### src/rtl/ifetch_region_router_pkg.sv
// ifetch_region_router_pkg: region constants and enum shared by the fetch and data-side routers
package ifetch_region_router_pkg;
  localparam int TAG_W = 12;
  localparam logic [TAG_W-1:0] BRAM_TAG = 12'hbfc;
  typedef enum logic {REG_CACHE = 1'b0, REG_BRAM = 1'b1} region_e;
endpackage

### src/rtl/ifetch_region_router_fixed_lat_pipe.sv
// fixed_lat_pipe: LAT-deep valid shift register, oldest stage driven out
module fixed_lat_pipe #(
  parameter int LAT = 1
) (
  input  logic clk_i,
  input  logic rst_n_i,
  input  logic in_i,
  output logic out_o
);
  logic [LAT-1:0] vpipe_q;
  always_ff @(posedge clk_i or negedge rst_n_i) begin
    if (!rst_n_i) vpipe_q <= '0;
    else begin
      vpipe_q[0] <= in_i;
      for (int i = 1; i < LAT; i++) vpipe_q[i] <= vpipe_q[i-1];
    end
  end
  assign out_o = vpipe_q[LAT-1];
endmodule

### src/rtl/ifetch_region_router.sv
// ifetch_region_router: routes fetches to boot RAM or icache by address tag, in-order return with flush
module ifetch_region_router #(
  parameter int ADDR_W = 32,
  parameter int DATA_W = 32,
  parameter int BRAM_AW = 12,
  parameter int BRAM_LAT = 1,
  parameter int TAG_W = ifetch_region_router_pkg::TAG_W,
  parameter logic [TAG_W-1:0] BRAM_TAG = ifetch_region_router_pkg::BRAM_TAG,
  parameter int MAX_OUT = 2
) (
  input  logic               cpu_clk_50M,
  input  logic               cpu_rst_n,
  input  logic               cpu_req,
  input  logic [ADDR_W-1:0]  cpu_addr,
  output logic               cpu_addr_ok,
  input  logic               cpu_flush,
  output logic [DATA_W-1:0]  cpu_rdata,
  output logic               cpu_data_ok,
  output logic               bram_ce,
  output logic [BRAM_AW-1:0] bram_addr,
  input  logic [DATA_W-1:0]  bram_dout,
  output logic               cache_req,
  output logic [ADDR_W-1:0]  cache_addr,
  input  logic               cache_addr_ok,
  input  logic               cache_data_ok,
  input  logic [DATA_W-1:0]  cache_rdata
);
  import ifetch_region_router_pkg::*;
  localparam int CW = $clog2(MAX_OUT + 1);
  logic [CW-1:0] out_q, out_d, disc_q, disc_d;
  region_e cur_q, cur_d, reg_in;
  logic can_issue, bram_v, resp, resp_v;
  assign reg_in = (cpu_addr[ADDR_W-1 -: TAG_W] == BRAM_TAG) ? REG_BRAM : REG_CACHE;
  // Switching region only once drained keeps returns ordered without reorder storage
  assign can_issue = !cpu_flush && disc_q == '0 && out_q < CW'(MAX_OUT) &&
                     (out_q == '0 || cur_q == reg_in);
  assign bram_ce = cpu_req && reg_in == REG_BRAM && can_issue;
  assign cache_req = cpu_req && reg_in == REG_CACHE && can_issue;
  assign cpu_addr_ok = bram_ce || (cache_req && cache_addr_ok);
  assign bram_addr = cpu_addr[BRAM_AW+1:2];
  assign cache_addr = cpu_addr;
  fixed_lat_pipe #(.LAT(BRAM_LAT)) u_pipe (
    .clk_i(cpu_clk_50M), .rst_n_i(cpu_rst_n), .in_i(bram_ce), .out_o(bram_v)
  );
  assign resp = (cur_q == REG_BRAM) ? bram_v : cache_data_ok;
  // Responses with nothing outstanding are stray and must not touch the counters
  assign resp_v = resp && out_q != '0;
  assign cpu_rdata = (cur_q == REG_BRAM) ? bram_dout : cache_rdata;
  assign cpu_data_ok = resp_v && disc_q == '0 && !cpu_flush;
  always_comb begin
    out_d = out_q + CW'(cpu_addr_ok) - CW'(resp_v);
    disc_d = cpu_flush ? out_q - CW'(resp_v) :
             (disc_q != '0 && resp_v) ? disc_q - CW'(1) : disc_q;
    cur_d = cpu_addr_ok ? reg_in : cur_q;
  end
  always_ff @(posedge cpu_clk_50M or negedge cpu_rst_n) begin
    if (!cpu_rst_n) begin
      out_q <= '0;
      disc_q <= '0;
      cur_q <= REG_CACHE;
    end else begin
      out_q <= out_d;
      disc_q <= disc_d;
      cur_q <= cur_d;
    end
  end
endmodule

### config.mk
export PLATFORM = sky130hd
export DESIGN_NAME = ifetch_region_router
export DESIGN_NICKNAME = d
export VERILOG_FILES = /design/src/rtl/ifetch_region_router_pkg.sv /design/src/rtl/ifetch_region_router_fixed_lat_pipe.sv /design/src/rtl/ifetch_region_router.sv
export SDC_FILE = /design/constraint.sdc
export NUM_CORES = 1
export LEC_CHECK = 0
export CAP_MARGIN = 15
export CORE_AREA = 2 2 71 73
export CTS_CLUSTER_DIAMETER = 150
export DETAILED_ROUTE_END_ITERATION = 10
export DIE_AREA = 0 0 73 75
export DONT_BUFFER_PORTS = 1
export PLACE_DENSITY = 0.37
export SLEW_MARGIN = 20
export SYNTH_ARGS = -nofsm -noshare
export SYNTH_HDL_FRONTEND = slang
export SYNTH_HIERARCHICAL = 1
export SYNTH_SLANG_ARGS = --single-unit
### constraint.sdc
create_clock -name cpu_clk_50M -period 1.6 [get_ports cpu_clk_50M]
set_input_delay 0.32 -clock cpu_clk_50M [delete_from_list [all_inputs] [get_ports cpu_clk_50M]]
set_output_delay 0.32 -clock cpu_clk_50M [all_outputs]
set_load 0.05 [all_outputs]
# Word-level counts from Yosys, hierarchy flattened
# Cells that the tools add are included.
[classes]
n_shift = 0
bitwise_logic = 1
muxes = 5
n_addsub = 4
n_lt_le_gt_ge = 1
n_reduce_logical = 20
n_eq_ne = 2
div = 0
mul = 0
[ops]
columns = ["op", "n"]
rows = [
  ["32-bit 2-to-1 mux", 1],
  ["12-bit == test, second input constant", 1],
  ["1-bit logical AND", 12],
  ["2-bit nonzero test", 3],
  ["2-bit zero test", 2],
  ["2-bit 2-to-1 mux", 2],
  ["2-bit by 1-bit subtractor with 2-bit output", 2],
  ["2-bit by 1-bit adder with 2-bit output", 1],
  ["1-bit logical OR", 2],
  ["2-bit < comparator, second input constant", 1],
  ["1-bit 2-to-1 mux", 2],
  ["2-bit by 1-bit subtractor with 2-bit output, second input constant", 1],
  ["1-bit == test", 1],
  ["1-bit zero test", 1],
  ["1-bit NOT", 1],
]
[word_totals]
n_memories = 0
inputBits = 102
mem_bits_ro = 0
out_inout_bits = 80
register_bits = 6
wordCells = 37
mem_bits_rw = 0
latchBits = 0

# Logic depth before layout (Yosys ltp)
# Gate-level depths: netlist of the first run.
[logic_depth]
ltp_word = 10
mapped_depth = 7
mapped_depth_nobuf = 7

# Hierarchy
# The synthesis of the first run kept the hierarchy.
[by_module_without_submodules]
columns = ["module", "n_inst", "cells_each", "seq_area_each_um2", "area_each_um2"]
rows = [
  ["ifetch_region_router", 1, 125, 125.1, 1148.6],
  ["fixed_lat_pipe", 1, 1, 25.0, 25.0],
]

# Worst setup path after synthesis of the first run
# No wires, ideal clock.
[synth_path]
path_type = "register to output"
from = "register disc_q[0]"
to = "output cpu_data_ok"
t_arrival_ns = 2.215
required_time_ns = 1.280
setup_slack_ns = -0.935
stages_incl_launch_ff = 5
n_path_buf = 0
cell_sequence = "dfrtp_1 > inv_1 > ha_1 > inv_1 > nor4_1"
[synth_via]
elab_chain_cells = 3
[synth_lines]
columns = ["element", "line_no", "rtl"]
rows = [
  ["start, declared", "ifetch_region_router.sv:30", "logic [CW-1:0] out_q, out_d, disc_q, disc_d;"],
  ["start signal, assigned", "ifetch_region_router.sv:63", "disc_q <= disc_d;"],
  ["2-bit zero test", "ifetch_region_router.sv:49", "assign cpu_data_ok = resp_v && disc_q == '0 && !cpu_flush;"],
  ["1-bit logical AND (2 in a row)", "ifetch_region_router.sv:49", ""],
  ["end, declared", "ifetch_region_router.sv:18", "output logic cpu_data_ok,"],
]
# No other way between the ends.

# Worst setup path after layout of the first run
[layout_path]
from = "register disc_q[1]"
to = "output cache_req"
[layout_via]
elab_chain_cells = 5
[layout_lines]
columns = ["element", "line_no", "rtl"]
rows = [
  ["2-bit zero test", "ifetch_region_router.sv:35", "assign can_issue = !cpu_flush && disc_q == '0 && out_q < CW'(MAX_OUT) &&"],
  ["1-bit logical AND (3 in a row)", "ifetch_region_router.sv:35", ""],
  ["1-bit logical AND", "ifetch_region_router.sv:38", "assign cache_req = cpu_req && reg_in == REG_CACHE && can_issue;"],
  ["end, declared", "ifetch_region_router.sv:22", "output logic cache_req,"],
]
# No other way between the ends.

==> results of run 1 <==
==> power by group <==
part | internal [mW] | switching (mW) | leakage (nW)
registers | 0.207 | 0.0528 | 0.0732
logic | 0.360 | 0.464 | 0.505
clock network | 0.162 | 0.0696 | 0.0216
==> routing by layer <==
metal	GRT usage	routed length, µm	up-vias
met3	0.0522	482	4
met1	0.116	1160	376
met5	0	0	-
li1	-	-	354
met2	0.228	1980	99
met4	0.0432	42	0
==> metrics by stage <==
step,std cells,hold WS (ns),area [µm²],utilization
2_1_floorplan,126,0.0244,1270,-
3_3_place_gp,144,0.0247,1120,0.241
3_5_place_dp,144,0.0247,1120,0.241
4_1_cts,152,0.242,1330,0.285
5_1_grt,157,0.255,1410,0.303
6_report,157,0.245,1410,0.303
==> worst min path at each step <==
stage,start,to,slack [ns],depth (start not counted)
6_report,cpu_flush,disc_q[0]$_DFFE_PN0P_,0.24,1
5_1_grt,cpu_flush,disc_q[0]$_DFFE_PN0P_,0.25,1
4_1_cts,cpu_flush,disc_q[0]$_DFFE_PN0P_,0.24,1
3_5_place_dp,cpu_rst_n,disc_q[1]$_DFFE_PN0P_,0.02,0
3_3_place_gp,cpu_rst_n,disc_q[1]$_DFFE_PN0P_,0.02,0
2_1_floorplan,cpu_rst_n,cur_q$_DFFE_PN0P_,0.02,0
==> state kept, by name, indices dropped and copies added, names as in the netlist <==
signal        flops
u_pipe/out_o      1
cur_q             1
out_q             2
disc_q            2
==> kinds of logic after synthesis <==
logic type	Yosys count
DFF	6
AOI/OAI and AO/OA	8
muxes	34
buffers and inverters	56
and+or+nand+nor	17
xor gates and xnor gates	2
adders and majority gates	3
==> repair_timing <==
action | CTS | global route
hold endpoints to repair | 6 | 0
hold buffers | 1 | 0
setup endpoints to repair | 39 | 39
buffers inserted | 4 | 4
cloned | 0 | 1
gates resized for setup | 37 | 4
pin swaps | 4 | 3
==> critical path: stages, from the launching register on <==
cell	delay, ns
dfrtp_1	0.39
inv_2	0.08
ha_4	0.16
nand4bb_4	0.17
nor3b_4	0.25
buf_12	0.16
==> final cells by class <==
type	instances	area [µm²]	area share
well taps	54	67.6	0.0479
flip-flops and latches	6	151	0.107
inverters	8	30.0	0.0213
clock buffers	3	41.3	0.0293
multi-input cells	64	873	0.619
repair buffers	22	246	0.175
==> placed cells by master, fill, tap and decap left out, types with 2 or more instances in the layout <==
master     netlist  final
buf_12           0      4
buf_4           44     13
buf_6            0      3
clkbuf_8         0      3
dfrtp_1          6      5
ha_4             0      2
inv_1            8      5
inv_2            0      3
mux2_4           0     32
nand4bb_4        0      2
nor2_1           4      4
o31ai_1          2      2
xnor2_1          2      2
==> impl_metrics.ini, run 1 <==
[layout]
final.fill_count = 462
flow.area_growth_from_synthesis_pct = 20.1
layout.nets = 210
layout_cells_sized_above_1 = 0.718
antenna_cells = 0

[clock_network]
clock-root-buffer = clkbuf_8
ctsHtreeMaxLevel = 1
cts_tree = built
clk_pin_slew_worst_paths_ns = 0.04
cts.path.max_buffers = 2
clock_latency_ns = 0.23
cts-buffers-inserted = 3
cts.sink_count = 6

[logic_synthesis]
basic_gate_share_of_the_synthesized_area_counting_and_or_nand_and_nor_cells = 0.120
synth_xor_xnor_area_share = 0.0149
synth.distinct_cells = 27
synth_top_family_by_area = multiplexers
mapped_nets = 231
synth-adder-area-share = 0.0320
synth.cells.most_frequent = buf_4 (44), mux2_2 (33), inv_1 (8), dfrtp_1 (6)
synth_seq_area_share = 0.128
synth-seq-cells = 6
synth_top_flop_cell = dfrtp_1
yosys.area.top_type = mux2_2
synth.yosys.warnings = 6
synth_most_common_cell = buf_4
synthCells = 126
synth_largest_type_area_fraction = 0.317
syn_area_cell_um2 = 9.31
synth_async_sr_flop_share = 1.00
post_synthesis_instance_area_mm2 = 0.00117
netlist_top_cells_area = mux2_2 (32%), buf_4 (28%), dfrtp_1 (13%)
synth_compound_gate_area_share = 0.0554
number_of_enable_flip_flop_cells_after_synthesis = 0
synth.mux.area_fraction = 0.325

[worst_setup_path]
critical_path_peak_fanout = 4
critical_path.startpoint_type = flip-flop
critical_path_class = reg -> out
critPathCapture = cache_req
reg2reg_to = out_q[1]$_DFF_PN0_
critPathRequiredTime_ns = 1.28
first_element_of_the_critical_path = disc_q[1]$_DFFE_PN0P_
r2r_setup_slack_ns = 0.06
setup.worst_path.end_class = output port
reg2reg_from = disc_q[1]$_DFFE_PN0P_
worst-endpoint-arrival_ns = 1.44
timing.reg2reg.worst_path_depth = 7

[timing]
post-route-period-util = 1.10
rsz0062_at_grt = yes
setup_skew_after_layout_ns = 0.00256
slew_violations = 0
max_slew.worst_pin.slew_ns = 0.317
finalHoldViolCount = 0
finalSetupTns_ns = -2.48
shortest_clock_period_the_worst_path_allows_after_layout_ns = 1.76
setup_ws_ns = -0.159
max_freq_ghz = 0.568
number_of_endpoints_failing_setup_at_the_final_stage = 27
slew_headroom = 0.787

[global_route]
total_grt_overflow = 0
grt_util_all_layers = 0.121
grt_start_max_net_pins = 25
number_of_antenna_violations_at_the_first_check_in_global_routing = 0
first_global_vias = 896
grt_pass1_wl_mm = 4.82

[outcome]
status = finished, violations left
failed_checks = negative setup slack

[power_and_ir_drop]
max-vdd-ir-drop_mv = 0.555
p_total_mw = 1.32
power.static_leakage_nw = 0.600
power_density_mw_per_mm2 = 934

[placed_design]
place_ws_ns = -0.166
port-buffer-count = 0
routabilityCongestion = 0.766

[floorplanning]
die_h_um = 75
core_area_mm2 = 0.00466
die_width_um = 73
rows = 25
floorplan.die_area_mm2 = 0.00548
num_io_pins = 182
initial_core_util = 0.252

[min_path]
hold_class = in -> reg

[route]
remaining_drc_errors = 0
number_of_vias_per_cell = 5.31
detail_route.iter0.violations = 9
route.vias.total = 833
antenna_violating_nets_post_route = 0
wl_mm = 3.67
detailedRoute.firstPassIterationCount = 2
detail_route.wl_per_cell_um = 23.4

[flow_run]
timing.max_cap.violations = 0
(Power assumes the default switching activity.)
==> run 2: changes to the inputs <==
CTS_CLUSTER_SIZE = 40   (was unset)
SYNTH_HIERARCHICAL = unset   (was 1)
==> impl_metrics.ini, run 2 <==
[outcome]
status = finished, violations left
failed_checks = negative setup slack

[logic_synthesis]
synth_xor_xnor_area_share = 0.0149
synth-adder-area-share = 0.0320
number_of_enable_flip_flop_cells_after_synthesis = 0
yosys.area.top_type = mux2_2
synth_async_sr_flop_share = 1.00
synth.yosys.warnings = 0
synth_most_common_cell = buf_4
synthCells = 126
synth.distinct_cells = 27
post_synthesis_instance_area_mm2 = 0.00117
synth_seq_area_share = 0.128
basic_gate_share_of_the_synthesized_area_counting_and_or_nand_and_nor_cells = 0.120
netlist_top_cells_area = mux2_2 (32%), buf_4 (28%), dfrtp_1 (13%)
synth_top_flop_cell = dfrtp_1
synth.cells.most_frequent = buf_4 (44), mux2_2 (33), inv_1 (8), dfrtp_1 (6)
synth_largest_type_area_fraction = 0.317
mapped_nets = 231
synth_top_family_by_area = multiplexers
synth_compound_gate_area_share = 0.0554
synth-seq-cells = 6
synth.mux.area_fraction = 0.325
syn_area_cell_um2 = 9.31

[timing]
slew_violations = 0
post-route-period-util = 1.09
setup_skew_after_layout_ns = 0.00118
number_of_endpoints_failing_setup_at_the_final_stage = 28
max_slew.worst_pin.slew_ns = 0.314
slew_headroom = 0.790
finalHoldViolCount = 0
max_freq_ghz = 0.574
final.hold.worst_slack_ns = 0.248
shortest_clock_period_the_worst_path_allows_after_layout_ns = 1.74
rsz0062_at_grt = yes
setup_ws_ns = -0.142

[global_route]
grt_util_met1 = 0.103
grt_util_all_layers = 0.119
total_grt_overflow = 0
groute.layer.met2.usage = 0.251
grt_start_max_net_pins = 14
top_usage_layer = met2
grt_use_met3 = 0.0469
number_of_antenna_violations_at_the_first_check_in_global_routing = 0
grt_pass1_wl_mm = 4.77
first_global_vias = 962

[floorplanning]
rows = 25
num_io_pins = 182
die_width_um = 73
initial_core_util = 0.252
die_h_um = 75
floorplan.die_area_mm2 = 0.00548
core_area_mm2 = 0.00466

[power_and_ir_drop]
power.static_leakage_nw = 0.592
power_density_mw_per_mm2 = 940
max-vdd-ir-drop_mv = 0.630

[flow_run]
timing.max_cap.violations = 0

[route]
detail_route.wl_per_cell_um = 23.0
detail_route.iter0.violations = 12
number_of_vias_per_cell = 5.36
detailedRoute.firstPassIterationCount = 4
route.vias.total = 841
remaining_drc_errors = 0
antenna_violating_nets_post_route = 0
wl_mm = 3.61

[clock_network]
clock-root-buffer = clkbuf_8
cts-buffers-inserted = 3
clock_latency_ns = 0.22
clk_pin_slew_worst_paths_ns = 0.04
cts.sink_count = 6
ctsHtreeMaxLevel = 1
cts.path.max_buffers = 2
cts_tree = built

[worst_setup_path]
setup.worst_path.end_class = output port
critical_path.startpoint_type = flip-flop
critical_path_peak_fanout = 4
critPathRequiredTime_ns = 1.28
critical_path_class = reg -> out
worst-endpoint-arrival_ns = 1.42

[layout]
final_design_area_no_fill_mm2 = 0.00139
layout_cells_sized_above_1 = 0.718
final_cell_mix = mux2_4 (32), buf_4 (13), dfrtp_1 (5), buf_12 (5)
layout_top_registers = disc_q: 2 flops, out_q: 2 flops
layout.nets = 210
flow.area_growth_from_synthesis_pct = 18.3
mostFrequentLayoutCell = mux2_4
antenna_cells = 0

[placed_design]
hpwlAfterDp_mm = 3.00
routabilityCongestion = 0.776
port-buffer-count = 0
detailed_place.area_mm2 = 0.00113
place_ws_ns = -0.166

[min_path]
hold_class = in -> reg
==> run 2: worst paths after layout <==
| check | slack (ns) | cells after the start | end | startpoint |
|---|---|---|---|---|
| max | -0.14 | 5 | cache_req | disc_q[0]$_DFFE_PN0P_ |
| min | 0.25 | 1 | disc_q[0]$_DFFE_PN0P_ | cpu_flush |
| max reg2reg | 0.06 | 7 | out_q[1]$_DFF_PN0_ | disc_q[0]$_DFFE_PN0P_ |
| min reg2reg | 0.57 | 1 | cur_q$_DFFE_PN0P_ | out_q[0]$_DFF_PN0_ |
| max in group asynchronous | 0.92 | 1 | cur_q$_DFFE_PN0P_ | cpu_rst_n |
| min in group asynchronous | 0.43 | 1 | disc_q[1]$_DFFE_PN0P_ | cpu_rst_n |
==> run 2: area by class of cell <==
type | count | area, µm²
Sequential cell | 6 | 151
Fill cell | 463 | 3270
Clock buffer | 3 | 41.3
Multi-Input combinational cell | 64 | 857
Tap cell | 54 | 67.6
Inverter | 8 | 30.0
Timing Repair Buffer | 22 | 241
==> run 2: repair_timing <==
item,in CTS,in global routing
pin swaps,4,4
cloned,1,0
hold buffers,1,0
setup buffers,3,7
resized for setup,37,9
hold endpoints to repair,6,0
setup endpoints to repair,38,39
==> run 2: cell families (layout without fill, tap and decap cells) <==
logic type	after synthesis	in the layout
buf+inv	56	33
fa+ha+maj	3	3
flops	6	6
mux	34	34
simple gates	17	17
compound gates	8	8
xor+xnor	2	2
==> run 2: metrics by stage <==
stage / cells / TNS, ns / utilization / power [mW]
global placement: 145 / -0.418 / 0.242 / 0.953
floorplan: 126 / -0.431 / - / 1.12
global route: 157 / -3.24 / 0.298 / 1.41
finish: 157 / -2.23 / 0.298 / 1.31
CTS: 153 / -2.13 / 0.293 / 1.27
detailed placement: 145 / -0.431 / 0.242 / 0.965
==> run 2: critical path, stage by stage, from the launching register on <==
cell and delay (ns):
dfrtp_1 0.38, inv_2 0.08, ha_4 0.15, nand4bb_4 0.17
nor3b_4 0.25, buf_12 0.16
==> run 2: power by group <==
| part | switching, mW | leakage (nW) | internal [mW] |
|---|---|---|---|
| sequential | 0.0514 | 0.0732 | 0.207 |
| clock | 0.0629 | 0.0216 | 0.161 |
| combinational | 0.463 | 0.498 | 0.360 |
==> run 2: layer usage <==
layer	up-vias	wire, µm
li1	352	-
met1	387	1120
met3	2	455
met5	-	0
met4	0	11
met2	100	2020
==> run 3: changes to the inputs <==
GPL_TIMING_DRIVEN = 0   (was unset)
==> impl_metrics.ini, run 3 (synthesis results as in run 2) <==
[outcome]
status = finished, violations left
failed_checks = negative setup slack

[clock_network]
clock_latency_ns = 0.22
clk_pin_slew_worst_paths_ns = 0.04
cts-buffers-inserted = 3
cts_tree = built
ctsHtreeMaxLevel = 1
cts.path.max_buffers = 2
clock-root-buffer = clkbuf_8
cts.sink_count = 6

[min_path]
hold_path_end = disc_q[0]$_DFFE_PN0P_
hold_class = in -> reg
timing.hold.worst_path_depth = 1
worst_hold_startpoint = cpu_flush

[global_route]
grt_pass1_wl_mm = 5.11
first_global_vias = 990
grt_start_max_net_pins = 11
grt_util_all_layers = 0.128
total_grt_overflow = 0
number_of_antenna_violations_at_the_first_check_in_global_routing = 0

[floorplanning]
rows = 25
die_width_um = 73
initial_core_util = 0.252
core_area_mm2 = 0.00466
floorplan.die_area_mm2 = 0.00548
num_io_pins = 182
die_h_um = 75

[placed_design]
port-buffer-count = 0
routabilityCongestion = 0.818
place_ws_ns = -0.408
detailed_place.area_mm2 = 0.00133
hpwlAfterDp_mm = 3.38

[flow_run]
timing.max_cap.violations = 0

[layout]
flow.area_growth_from_synthesis_pct = 47.1
layout_cells_sized_above_1 = 0.829
final_cell_mix = buf_4 (49), mux2_4 (32), dfrtp_1 (6)
layout_top_registers = disc_q: 2 flops, out_q: 2 flops
final.fill_count = 426
antenna_cells = 0
final_design_area_no_fill_mm2 = 0.00173
layout.nets = 247
mostFrequentLayoutCell = buf_4

[worst_setup_path]
critical_path.startpoint_type = flip-flop
reg2reg_from = disc_q[1]$_DFFE_PN0P_
critPathRequiredTime_ns = 1.28
worst-endpoint-arrival_ns = 1.58
timing.reg2reg.worst_path_depth = 7
first_element_of_the_critical_path = disc_q[1]$_DFFE_PN0P_
r2r_setup_slack_ns = -0.08
reg2reg_to = out_q[0]$_DFF_PN0_
setup.worst_path.end_class = output port
critical_path_peak_fanout = 4
critical_path_class = reg -> out

[timing]
finalHoldViolCount = 0
shortest_clock_period_the_worst_path_allows_after_layout_ns = 1.90
setup_ws_ns = -0.302
rsz0062_at_grt = yes
setup_skew_after_layout_ns = 0.00406
slew_headroom = 0.514
number_of_endpoints_failing_setup_at_the_final_stage = 26
max_slew.worst_pin.slew_ns = 0.723
max_freq_ghz = 0.526
slew_violations = 0
post-route-period-util = 1.19

[power_and_ir_drop]
max-vdd-ir-drop_mv = 0.401
p_seq_frac = 0.163
power_frac_comb = 0.695
sw_frac_of_total = 0.512
power_density_mw_per_mm2 = 936
clock_power_share = 0.142
power.switching_mw = 0.826
power.static_leakage_nw = 0.791
power.internal_mw = 0.789

[route]
detail_route.wl_per_cell_um = 21.2
number_of_vias_per_cell = 5.10
detail_route.iter0.violations = 19
detailedRoute.firstPassIterationCount = 3
wl_mm = 4.11
remaining_drc_errors = 0
antenna_violating_nets_post_route = 0
route.vias.total = 989
run 3: how the worst max path moves through the flow:
stage,to,slack [ns],cells after the start
2_1_floorplan,out_q[1]$_DFF_PN0_,-0.16,5
3_3_place_gp,out_q[1]$_DFF_PN0_,-0.36,7
3_5_place_dp,out_q[1]$_DFF_PN0_,-0.41,7
4_1_cts,cpu_data_ok,-0.32,4
5_1_grt,bram_ce,-0.37,4
6_report,cache_req,-0.30,4
run 3: final cells by class:
cell class / count / area (µm²) / area share
Tap cell: 54 / 67.6 / 0.0391
Inverter: 8 / 30.0 / 0.0174
Multi-Input combinational cell: 64 / 901 / 0.522
Buffer: 48 / 402 / 0.233
Timing Repair Buffer: 11 / 135 / 0.0783
Clock buffer: 3 / 41.3 / 0.0239
Sequential cell: 6 / 150 / 0.0870
run 3: metrics by stage:
step / setup TNS [ns] / std cells / hold WS, ns / util / total power [mW]
finish: -3.73 / 194 / 0.247 / 0.370 / 1.62
global route: -4.97 / 194 / 0.260 / 0.370 / 1.73
CTS: -3.68 / 192 / 0.246 / 0.354 / 1.57
detailed placement: -3.17 / 180 / 0.0247 / 0.286 / 1.22
global placement: -2.72 / 180 / 0.0246 / 0.286 / 1.21
floorplan: -0.431 / 126 / 0.0244 / - / 1.12
run 3: power by group through the flow:
| stage | Clock (mW) | Sequential, mW | Combinational (mW) |
|---|---|---|---|
| 2_1_floorplan | 0 | 0.243 | 0.879 |
| 3_3_place_gp | 0 | 0.253 | 0.959 |
| 3_5_place_dp | 0 | 0.254 | 0.967 |
| 4_1_cts | 0.238 | 0.263 | 1.07 |
| 5_1_grt | 0.248 | 0.276 | 1.21 |
| 6_report | 0.229 | 0.263 | 1.12 |
run 3: metal layers:
layer  GRT usage  routed length (µm)
met1       0.125                1250
met2       0.263                2410
met3      0.0254                 410
met4      0.0432                  40
met5           0                   0
run 3: repair_timing:
item,4_1_cts,5_1_grt
setup endpoints to repair,41,41
pin swaps,7,3
gates resized for setup,57,7
endpoints found under the hold margin,6,0
setup buffers,7,1
hold buffers,1,0
cloned,1,2
run 3: worst max-delay path: stages (launching register included):
cell       delay, ns
dfrtp_1         0.38
inv_2           0.07
ha_4            0.16
nand4bb_4       0.17
nor3b_4         0.56
